--- src/rtl/fetch_stage.sv ---
// MIPS32 instruction-fetch stage: owns the PC, runs the ready-based imem handshake
// and loads the IF/ID register, inserting bubbles on stalls, waits and redirects.
module fetch_stage #(
  parameter logic [31:0] RESET_PC = 32'h0000_0000
) (
  input  logic        clk,
  input  logic        rst,
  input  logic        PCWrite,
  input  logic        IF_IDWrite,
  input  logic        BranchTaken,
  input  logic [31:0] BranchTarget,
  output logic        IMemReq,
  output logic [31:0] IMemAddr,
  input  logic        IMemReady,
  input  logic [31:0] IMemData,
  output logic [31:0] IF_ID_Instr,
  output logic [31:0] IF_ID_PCPlus4,
  output logic        IF_ID_Valid,
  output logic [31:0] PC
);

  // state    | meaning
  // S_FETCH  | request outstanding at PC, result goes straight to IF/ID
  // S_HOLD   | fetched word parked in hbuf while ID is stalled
  // S_REDIR  | redirect seen mid-request; wait for the old request, then jump to ptgt
  typedef enum logic [1:0] {
    S_FETCH = 2'd0,
    S_HOLD  = 2'd1,
    S_REDIR = 2'd2
  } state_t;

  state_t      r_state, w_state_nxt;
  logic [31:0] r_pc, w_pc_nxt;
  logic [31:0] r_hbuf, w_hbuf_nxt;
  logic [31:0] r_ptgt, w_ptgt_nxt;
  logic [31:0] r_instr, r_pcplus4;
  logic        r_valid;

  logic        w_advance;
  logic        w_deliver;
  logic [31:0] w_dinstr;
  logic [31:0] w_pcplus4;

  assign w_advance = PCWrite & IF_IDWrite;
  assign w_pcplus4 = r_pc + 32'd4;

  // Request lines depend only on state and PC so the address stays stable mid-handshake.
  assign IMemReq  = (r_state != S_HOLD);
  assign IMemAddr = r_pc;

  always_comb begin
    w_state_nxt = r_state;
    w_pc_nxt    = r_pc;
    w_hbuf_nxt  = r_hbuf;
    w_ptgt_nxt  = r_ptgt;
    w_deliver   = 1'b0;
    w_dinstr    = IMemData;
    case (r_state)
      S_FETCH: begin
        if (IMemReady) begin
          if (BranchTaken) begin
            w_pc_nxt = BranchTarget;
          end else if (w_advance) begin
            w_deliver = 1'b1;
            w_pc_nxt  = w_pcplus4;
          end else begin
            w_hbuf_nxt  = IMemData;
            w_state_nxt = S_HOLD;
          end
        end else if (BranchTaken) begin
          w_ptgt_nxt  = BranchTarget;
          w_state_nxt = S_REDIR;
        end
      end
      S_HOLD: begin
        w_dinstr = r_hbuf;
        if (BranchTaken) begin
          w_pc_nxt    = BranchTarget;
          w_state_nxt = S_FETCH;
        end else if (w_advance) begin
          w_deliver   = 1'b1;
          w_pc_nxt    = w_pcplus4;
          w_state_nxt = S_FETCH;
        end
      end
      S_REDIR: begin
        if (BranchTaken) begin
          w_ptgt_nxt = BranchTarget;
        end
        if (IMemReady) begin
          w_pc_nxt    = BranchTaken ? BranchTarget : r_ptgt;
          w_state_nxt = S_FETCH;
        end
      end
      default: begin
        w_state_nxt = S_FETCH;
      end
    endcase
  end

  always_ff @(posedge clk) begin
    if (rst) begin
      r_state <= S_FETCH;
      r_pc    <= RESET_PC;
      r_hbuf  <= 32'd0;
      r_ptgt  <= 32'd0;
    end else begin
      r_state <= w_state_nxt;
      r_pc    <= w_pc_nxt;
      r_hbuf  <= w_hbuf_nxt;
      r_ptgt  <= w_ptgt_nxt;
    end
  end

  // A redirect flushes IF/ID even when the hazard unit is stalling.
  always_ff @(posedge clk) begin
    if (rst || BranchTaken) begin
      r_instr   <= 32'd0;
      r_pcplus4 <= 32'd0;
      r_valid   <= 1'b0;
    end else if (w_advance) begin
      if (w_deliver) begin
        r_instr   <= w_dinstr;
        r_pcplus4 <= w_pcplus4;
        r_valid   <= 1'b1;
      end else begin
        r_instr   <= 32'd0;
        r_pcplus4 <= 32'd0;
        r_valid   <= 1'b0;
      end
    end
  end

  assign IF_ID_Instr   = r_instr;
  assign IF_ID_PCPlus4 = r_pcplus4;
  assign IF_ID_Valid   = r_valid;
  assign PC            = r_pc;

endmodule

--- config.mk ---
export PLATFORM = sky130hd
export DESIGN_NAME = fetch_stage
export DESIGN_NICKNAME = d
export VERILOG_FILES = /design/src/rtl/fetch_stage.sv
export SDC_FILE = /design/constraint.sdc
export NUM_CORES = 1
export LEC_CHECK = 0
export BUFFER_PORTS_ARGS = -buffer_cell sky130_fd_sc_hd__buf_4
export CAP_MARGIN = 20
export CORE_MARGIN = 3
export CORE_UTILIZATION = 45
export DETAILED_ROUTE_END_ITERATION = 10
export GPL_TIMING_DRIVEN = 0
export HOLD_SLACK_MARGIN = 0.1
export PLACE_DENSITY = 0.66
export SYNTH_ARGS = -nofsm -noshare
export SYNTH_HDL_FRONTEND = slang
export SYNTH_SLANG_ARGS = --single-unit
--- constraint.sdc ---
create_clock -name clk -period 6.08 [get_ports clk]
set_clock_uncertainty 0.1 [all_clocks]
set_input_delay 0.608 -clock clk [delete_from_list [all_inputs] [get_ports clk]]
set_output_delay 0.608 -clock clk [all_outputs]
set_load 0.05 [all_outputs]
==> results.md, run 1 <==
- The run finished with clean final reports.
- The warning count from the yosys run is 0.
- For this design the ratio of total power to cell area is between 200 and 300 nW/um2.
- The number of nets in the layout is 1238.
- The number of antenna violations at the first check in global routing is 0.
- The max-slew violation total from the final report is 0.
- Timing would allow up to between 300 and 400 MHz.
- The count of placed standard cells including taps is 1368.
- Leaving out fill and tap cells, the most frequent cell in the layout is buf_4.
- The standard-cell row count is 47.
- After layout, the minimum clock period comes to between 2000 and 3000 ps.
- 200 I/O pins were placed.
- Once detail routing completed, the nets flagged for antenna violations numbered 0.
- The number of global-route vias before repair is a little under 7000.
- Counting along the longest clock path gives a buffer depth of 2.
- Wires add up to 25200 um.
- The post-synthesis instance total is 951.
- The category of the worst setup path capture point is an output port.
- The H-tree was split into 4 levels.
- The multi-input combinational cells in the finished layout cover a total of about 3800 um2.
- The critical path startpoint category is a register.
- The number of design-rule violations left by the first detailed-router iteration is about 690.
- In this run the critical register-to-register path is launched from IMemAddr[2].
- In the routed layout, each cell is associated on average with a via count of 5.53.
- The netlist uses 58 different library cells.
- The average wire per standard cell is 18.0 um.
- Setup repair after global routing left no endpoint under its margin.
- The critical register-to-register path endpoint is IMemAddr[26].
- For this run, the leading register cell type out of synthesis is dfxtp_1.
- The setup slack of the most critical reg-to-reg path is 3410 ps.
- The die covers 18700 um2.
- The sequential standard cell area is 3260 um2.
- The core footprint is 16600 um2.
- For the final routed database, the setup TNS stands at 0 ps.
- The area growth from synthesis to layout is 30.5%.
- The tightest hold path in the finished design has a slack of 325 ps.
- Across the VDD grid, the largest voltage drop is 0.000208 V.
- The worst relative slew slack is 0.483.
- The startpoint identified for the worst hold timing path is BranchTarget[26].
- The tool flagged a number of max-cap violations equal to 0.
- Synthesis produced a netlist with a net count of 1022.
- The post-synthesis cell area is 7680 um2.
- The average cell area after synthesis is between 8 and 9 um2.
- The final number of hold-violating endpoints came to 0.
- The clock tree from TritonCTS is built.
- The transition time at the pin with the least slew margin is 768 ps.
- Once the clock tree was built, the resizer swapped 0 gates to a different size.
- The worst hold path was traced through 3 stages.
- The pin count of the biggest net entering global routing is 17.
- The number of cells on the worst reg-to-reg path is 6.
- For this block, the via count after detailed routing is 7748.
- The repair_antennas step left the layout with diodes totalling 0.
- The count of endpoints failing setup in the final report is 0.
- Synthesis inferred 163 register bits.
- The type of the worst setup path is reg -> out.
- For this configuration, the core starts out at a cell density of 0.462.
- At the end of routability-driven placement, the weighted congestion stood at 0.895.
- The chip height is 137 um.
- For this run, the detailed router's first-pass iteration total came to 6.
- The worst hold path terminates at r_ptgt[26].
- The clock root buffer is clkbuf_16.
- The share of the clock period used by the worst path is 0.471.
- The HPWL after detailed placement is 18400 um.
- The class of the tightest hold or removal check is in -> reg.
- The total design power is 0.00268 W.
- The total setup buffers inserted after CTS is 0.
- The leakage power summed over all cells is 4.05 nW.
- For this design, the CTS-stage hold fixing added 0 buffers.
- The count of buffers from port buffering is 197.
- For this run, design rule violations remaining after detail routing come to 0.
- Of the cells placed in the final design, the portion with a size suffix greater than 1 is 0.271.
- Of all nets on the critical path, the largest fanout is 10.
- The clock-pin slew on the worst setup and hold paths is 70 ps.
- Of the synthesized area, sequential elements account for 0.425.
- Data arrives at the worst endpoint at around 2200 ps.
- The global-route wire length before repair is 38300 um.
- Leaving out fill and tap cells, the most frequent cells in the layout are buf_4, nand2_1, dfxtp_1.
- The later-pin clock latency in the skew report is 430 ps.
- The clock drives 163 sinks.
- The fill cell instance count of the final layout is between 1500 and 2000.
- Across all setup checks in the final design, the least slack found is ~3200 ps.
- At the placement stage, the worst setup path has a slack of about 3400 ps.
- In this run, CTS created clock tree buffers numbering 17.
- The fraction of synthesis flops using an asynchronous set or reset pin is 0.
- For the worst setup path, the data required time is 5370 ps.
- The post-layout instance count excluding filler cells is 1400.
- For this run, the total global-route usage over all layers was measured as 0.264.
- Global routing finished with a remaining overflow of 0.
- From left edge to right edge, the die measures 137 um.
- The number of flops mapped to enable cells by yosys is 0.
## per-layer routing
| layer | GRT usage | vias to the layer above | wire length, um |
|---|---|---|---|
| met5 | 0 | - | 0 |
| met4 | 0.0879 | 0 | 625 |
| met3 | 0.0596 | 51 | 2230 |
| met2 | 0.393 | 355 | 11100 |
| met1 | 0.378 | 3599 | 11300 |
| li1 | - | 3743 | - |
## flip-flops by register name (all words and copies together) (netlist names)
| name | count |
|---|---|
| IF_ID_Instr | 32 |
| IF_ID_PCPlus4 | 32 |
| IMemAddr | 32 |
| r_hbuf | 32 |
| r_ptgt | 32 |
| r_state | 2 |
| IF_ID_Valid | 1 |
## metrics by stage
step                      utilization  area (um2)
final                           0.602       10000
after global routing            0.602       10000
after CTS                       0.602       10000
after detailed placement        0.567        9440
after global placement          0.567        9440
after floorplan                     -        7680
## worst max path at each step
stage,startpoint,endpoint,slack (ps),depth (start not counted)
final,r_state[1],IMemReq,3220,4
after global routing,r_state[1],IMemReq,3120,4
after CTS,r_state[1],IMemReq,3230,4
after detailed placement,rst,IMemAddr[28],3390,5
after global placement,PCWrite,IMemAddr[15],3330,8
after floorplan,IMemAddr[2],IMemAddr[20],3620,7
## power breakdown
group / leakage (nW) / switching, W / internal, W
Clock: 0.281 / 0.000449 / 0.000631
Combinational: 2.44 / 0.000294 / 0.000161
Sequential: 1.32 / 0.0000417 / 0.00111
Total: 4.05 / 0.000785 / 0.00190
## cells in the mapped netlist, types with 6 or more instances
cell	n	share of area
nand2_1	188	0.092
dfxtp_1	163	0.42
a21oi_1	95	0.062
nor2_1	72	0.035
clkbuf_1	59	0.029
a22oi_1	45	0.044
buf_4	38	0.037
o21ai_0	35	0.023
mux2_2	33	0.048
nand3_1	30	0.020
xnor2_1	18	0.021
nor3_1	17	0.011
nand4_1	14	0.011
and3_1	12	0.0098
buf_2	9	0.0059
inv_1	9	0.0044
or3_1	7	0.0057
a211oi_1	6	0.0059
a31oi_1	6	0.0049
and4_1	6	0.0068
xor2_1	6	0.0068
## logic make-up after synthesis
family | count (synthesis) | synth area share
adder cells (fa/ha/maj) | 1 | 0.00163
AND/OR/NAND/NOR | 379 | 0.227
flip-flops | 163 | 0.425
buffers and inverters | 119 | 0.0801
XOR/XNOR | 24 | 0.0274
AO/OA/AOI/OAI | 229 | 0.187
multiplexers | 36 | 0.0523
## critical path: stages (launching register included)
cell and delay [ps]:
dfxtp_1 440, nand2b_1 140, clkbuf_1 290, clkbuf_1 540, buf_4 310
## layout make-up
type	instances	area share
tap	220	0.0275
clock buffer	22	0.0463
multi-input combinational	669	0.379
buffer	110	0.0580
inverter	9	0.00337
sequential	163	0.326
timing repair buffer	197	0.148
clock inverter	10	0.0124
Note: power is estimated with default switching activity, not from simulation.
==> run 2: changes to the inputs <==
--- a/config.mk
+++ b/config.mk
@@ -12,7 +12,7 @@
 export DETAILED_ROUTE_END_ITERATION = 10
 export GPL_TIMING_DRIVEN = 0
 export HOLD_SLACK_MARGIN = 0.1
-export PLACE_DENSITY = 0.66
+export PLACE_DENSITY = 0.68
 export SYNTH_ARGS = -nofsm -noshare
 export SYNTH_HDL_FRONTEND = slang
 export SYNTH_SLANG_ARGS = --single-unit
==> constraint.sdc (replaced) <==
create_clock -name clk -period 2.6 [get_ports clk]
set_clock_uncertainty 0.1 [all_clocks]
set_input_delay 0.26 -clock clk [delete_from_list [all_inputs] [get_ports clk]]
set_output_delay 0.26 -clock clk [all_outputs]
set_load 0.05 [all_outputs]
==> run 2 against run 1 <==
Net effect:
- final cell count up 4.6%
- sequential power up 130%
- setup slack worse by 3100 ps
- count of clock-buffer cells in the layout down 2
- largest cell class unchanged
==> results.md, run 2 (synthesized netlist as in run 1, its figures left out) <==
- The aggregate global-route resource usage is 0.277 (+0.0123).
- The number of vias per cell after detailed routing came to 5.55 (+0.21%).
- The worst relative slew slack is 0.384 (-0.0992).
- The residual antenna-violating net count after detailed routing is 0 (unchanged).
- Compared with the post-synthesis result, the final layout area differs by 39.2%.
- The smallest hold slack was 129 ps (-196 ps).
- The die footprint is 18700 um2 (unchanged).
- The fraction of layout instances using a drive strength above 1 is 0.261 (-0.0101).
- The later-pin clock latency in the skew report was 430 ps (about the same).
- Of the available clock period, the critical path in the final layout requires 0.967.
- In this run the worst hold path is classified as in -> reg.
- The count of inserted antenna diode cells came to 0 (unchanged).
- The reported max-cap violation count is 0 (unchanged).
- The max-slew violation total from the final report came to 0 (unchanged).
- The run finished with clean final reports.
- The startpoint identified for the worst hold timing path is BranchTaken.
- The number of design-rule violations left by the first detailed-router iteration is 772 (+12%).
- The number of CTS-inserted buffers is 17 (unchanged).
- In the layout the commonest cells are buf_4, nand2_1, dfxtp_1.
- The maximum buffer depth of the clock tree is 2 (unchanged).
- The number of cells on the worst reg-to-reg path was 8 (+2).
- The placer congestion estimate came to 0.909 (+1.5%).
- The average wire per standard cell is 17.8 um (-1.1%).
- The final global-route overflow total was 0 (unchanged).
- The number of nets in the layout came to 1306 (+5.5%).
- The core footprint was 16600 um2 (unchanged).
- The maximum clock frequency is 398 MHz.
- The depth of the CTS H-tree is 4 (unchanged).
- The number of antenna violations at the first check in global routing is 0 (unchanged).
- The total power density per cell area is 593 nW/um2 (+120%).
- The top-level I/O count is 200 (unchanged).
- The worst setup path is launched from a register.
- The leakage power summed over all cells is 4.34 nW (+7.3%).
- The post-detailed-placement half-perimeter wirelength is 18400 um (+0.15%).
- The clock-pin slew on the worst setup and hold paths is 70 ps (about the same).
- The number of vias in the routed layout is 8125 (+4.9%).
- The tree is rooted in a clkbuf_16.
- The hold path endpoint is r_state[0].
- The pin count of the biggest net entering global routing is 17 (unchanged).
- The clock tree from TritonCTS is built.
- The TritonCTS sink count is 163 (unchanged).
- By startpoint and endpoint, the worst setup path is classified as reg -> reg.
- The peak supply drop came to 0.000462 V (+120%).
- The minimum clock period after layout is 2510 ps.
- The startpoint identified for the worst register-to-register timing path is IMemAddr[2].
- The fill cell instance count of the final layout is 1430 (-9.3%).
- The required time reported for the critical path endpoint is 2830 ps (-2540 ps).
- The worst hold path depth is 4 (+1).
- The most common cell after layout, fill and taps aside is buf_4.
- The category of the worst setup path capture point is a register.
- The arrival time reported for the critical path endpoint was 2740 ps (+590 ps).
- The number of global-route vias before repair is 7521 (+8.9%).
- The standard-cell row count is 47 (unchanged).
- The global-route wire length before repair is 40300 um (+5.2%).
- The setup slack of the most critical reg-to-reg path is 90 ps (-3320 ps).
- The transition time at the pin with the least slew margin is 915 ps (+147 ps).
- The count of buffers from port buffering is 197 (unchanged).
- The initial core utilization came to 0.462 (unchanged).
- The count of endpoints failing setup in the final report is 0 (unchanged).
- The biggest fanout along the worst timing path is 9 (-1).
- The final number of hold-violating endpoints is 0 (unchanged).
- In this run the critical register-to-register path is captured at IMemAddr[20].
- The total negative slack is 0 ps (unchanged).
- The horizontal die dimension is 137 um (unchanged).
- The chip height was 137 um (unchanged).
- The first-pass iteration count of the detailed router is 5 (-1).
- The final routed DRC violation total is 0 (unchanged).
- The total length of routed wires is 26100 um (+3.5%).
-- run 2: cell count changes in the layout (fill, tap and decap cells not counted), sizes merged --
cell         previous run  this run
buf                   248       251
inv                    11        10
clkinv                  4         6
clkinvlp                2         0
dlygate4sd3             0        65
clkbuf                 81        79
-- run 2: metal layers --
layer | share of wire | wire (um) | up-vias | GRT usage
li1 | - | - | 3866 | -
met1 | 0.43 | 11200 | 3794 | 0.382
met2 | 0.45 | 11700 | 407 | 0.423
met3 | 0.095 | 2490 | 58 | 0.0618
met4 | 0.027 | 711 | 0 | 0.103
met5 | 0 | 0 | - | 0
-- run 2: critical path, stage by stage (launching register included) --
cell     delay, ps
dfxtp_1        550
ha_1           310
nand4_1        290
nor4_4         320
buf_4          190
and2_0         110
buf_2          150
o21ai_0        100
a32o_1         300
-- run 2: worst max path at each step --
| stage | start | endpoint | slack (ps) | cells past startpoint |
|---|---|---|---|---|
| 4_1_cts | IMemAddr[2] | IMemAddr[26] | 90 | 6 |
| 6_report | IMemAddr[2] | IMemAddr[20] | 90 | 8 |
| 2_1_floorplan | IMemAddr[2] | IMemAddr[20] | 140 | 7 |
| 3_3_place_gp | IMemAddr[2] | IMemAddr[20] | 60 | 7 |
| 3_5_place_dp | IMemAddr[2] | IMemAddr[20] | 20 | 7 |
| 5_1_grt | IMemAddr[2] | IMemAddr[20] | -3 | 8 |
-- run 2: metrics by stage --
| stage | utilization | cell area (um2) | power (W) | setup WS, ps | std cells |
|---|---|---|---|---|---|
| 5_1_grt | 0.643 | 10700 | 0.00655 | -2.75 | 1465 |
| 4_1_cts | 0.640 | 10700 | 0.00634 | 91.9 | 1462 |
| 3_5_place_dp | 0.567 | 9440 | 0.00379 | 24.5 | 1368 |
| 3_3_place_gp | 0.567 | 9440 | 0.00378 | 56.8 | 1368 |
| 6_report | 0.643 | 10700 | 0.00634 | 85.3 | 1465 |
| 2_1_floorplan | - | 7680 | 0.00341 | 142 | 951 |
-- run 2: power breakdown --
| group | leakage [nW] | internal, W | switching (W) |
|---|---|---|---|
| clock | 0.288 | 0.00147 | 0.00103 |
| combinational | 2.73 | 0.000441 | 0.000710 |
| sequential | 1.32 | 0.00259 | 0.0000970 |
-- run 2: what timing repair did --
action / 4_1_cts / 5_1_grt
pin swaps: 1 / 1
endpoints found under the setup margin: 1 / 4
resized for setup: 0 / 2
setup buffers: 0 / 3
endpoints found under the hold margin: 77 / 0
hold buffers: 65 / 0
-- run 2: area by class of cell --
cell class                      instances  area [um2]  area share
Clock buffer                           20         467      0.0436
Buffer                                110         582      0.0544
Sequential cell                       163        3260       0.305
Inverter                                9        33.8     0.00316
Clock inverter                          9         106     0.00995
Tap cell                              220         275      0.0257
Multi-Input combinational cell        669        3810       0.357
Timing Repair Buffer                  265        2150       0.201
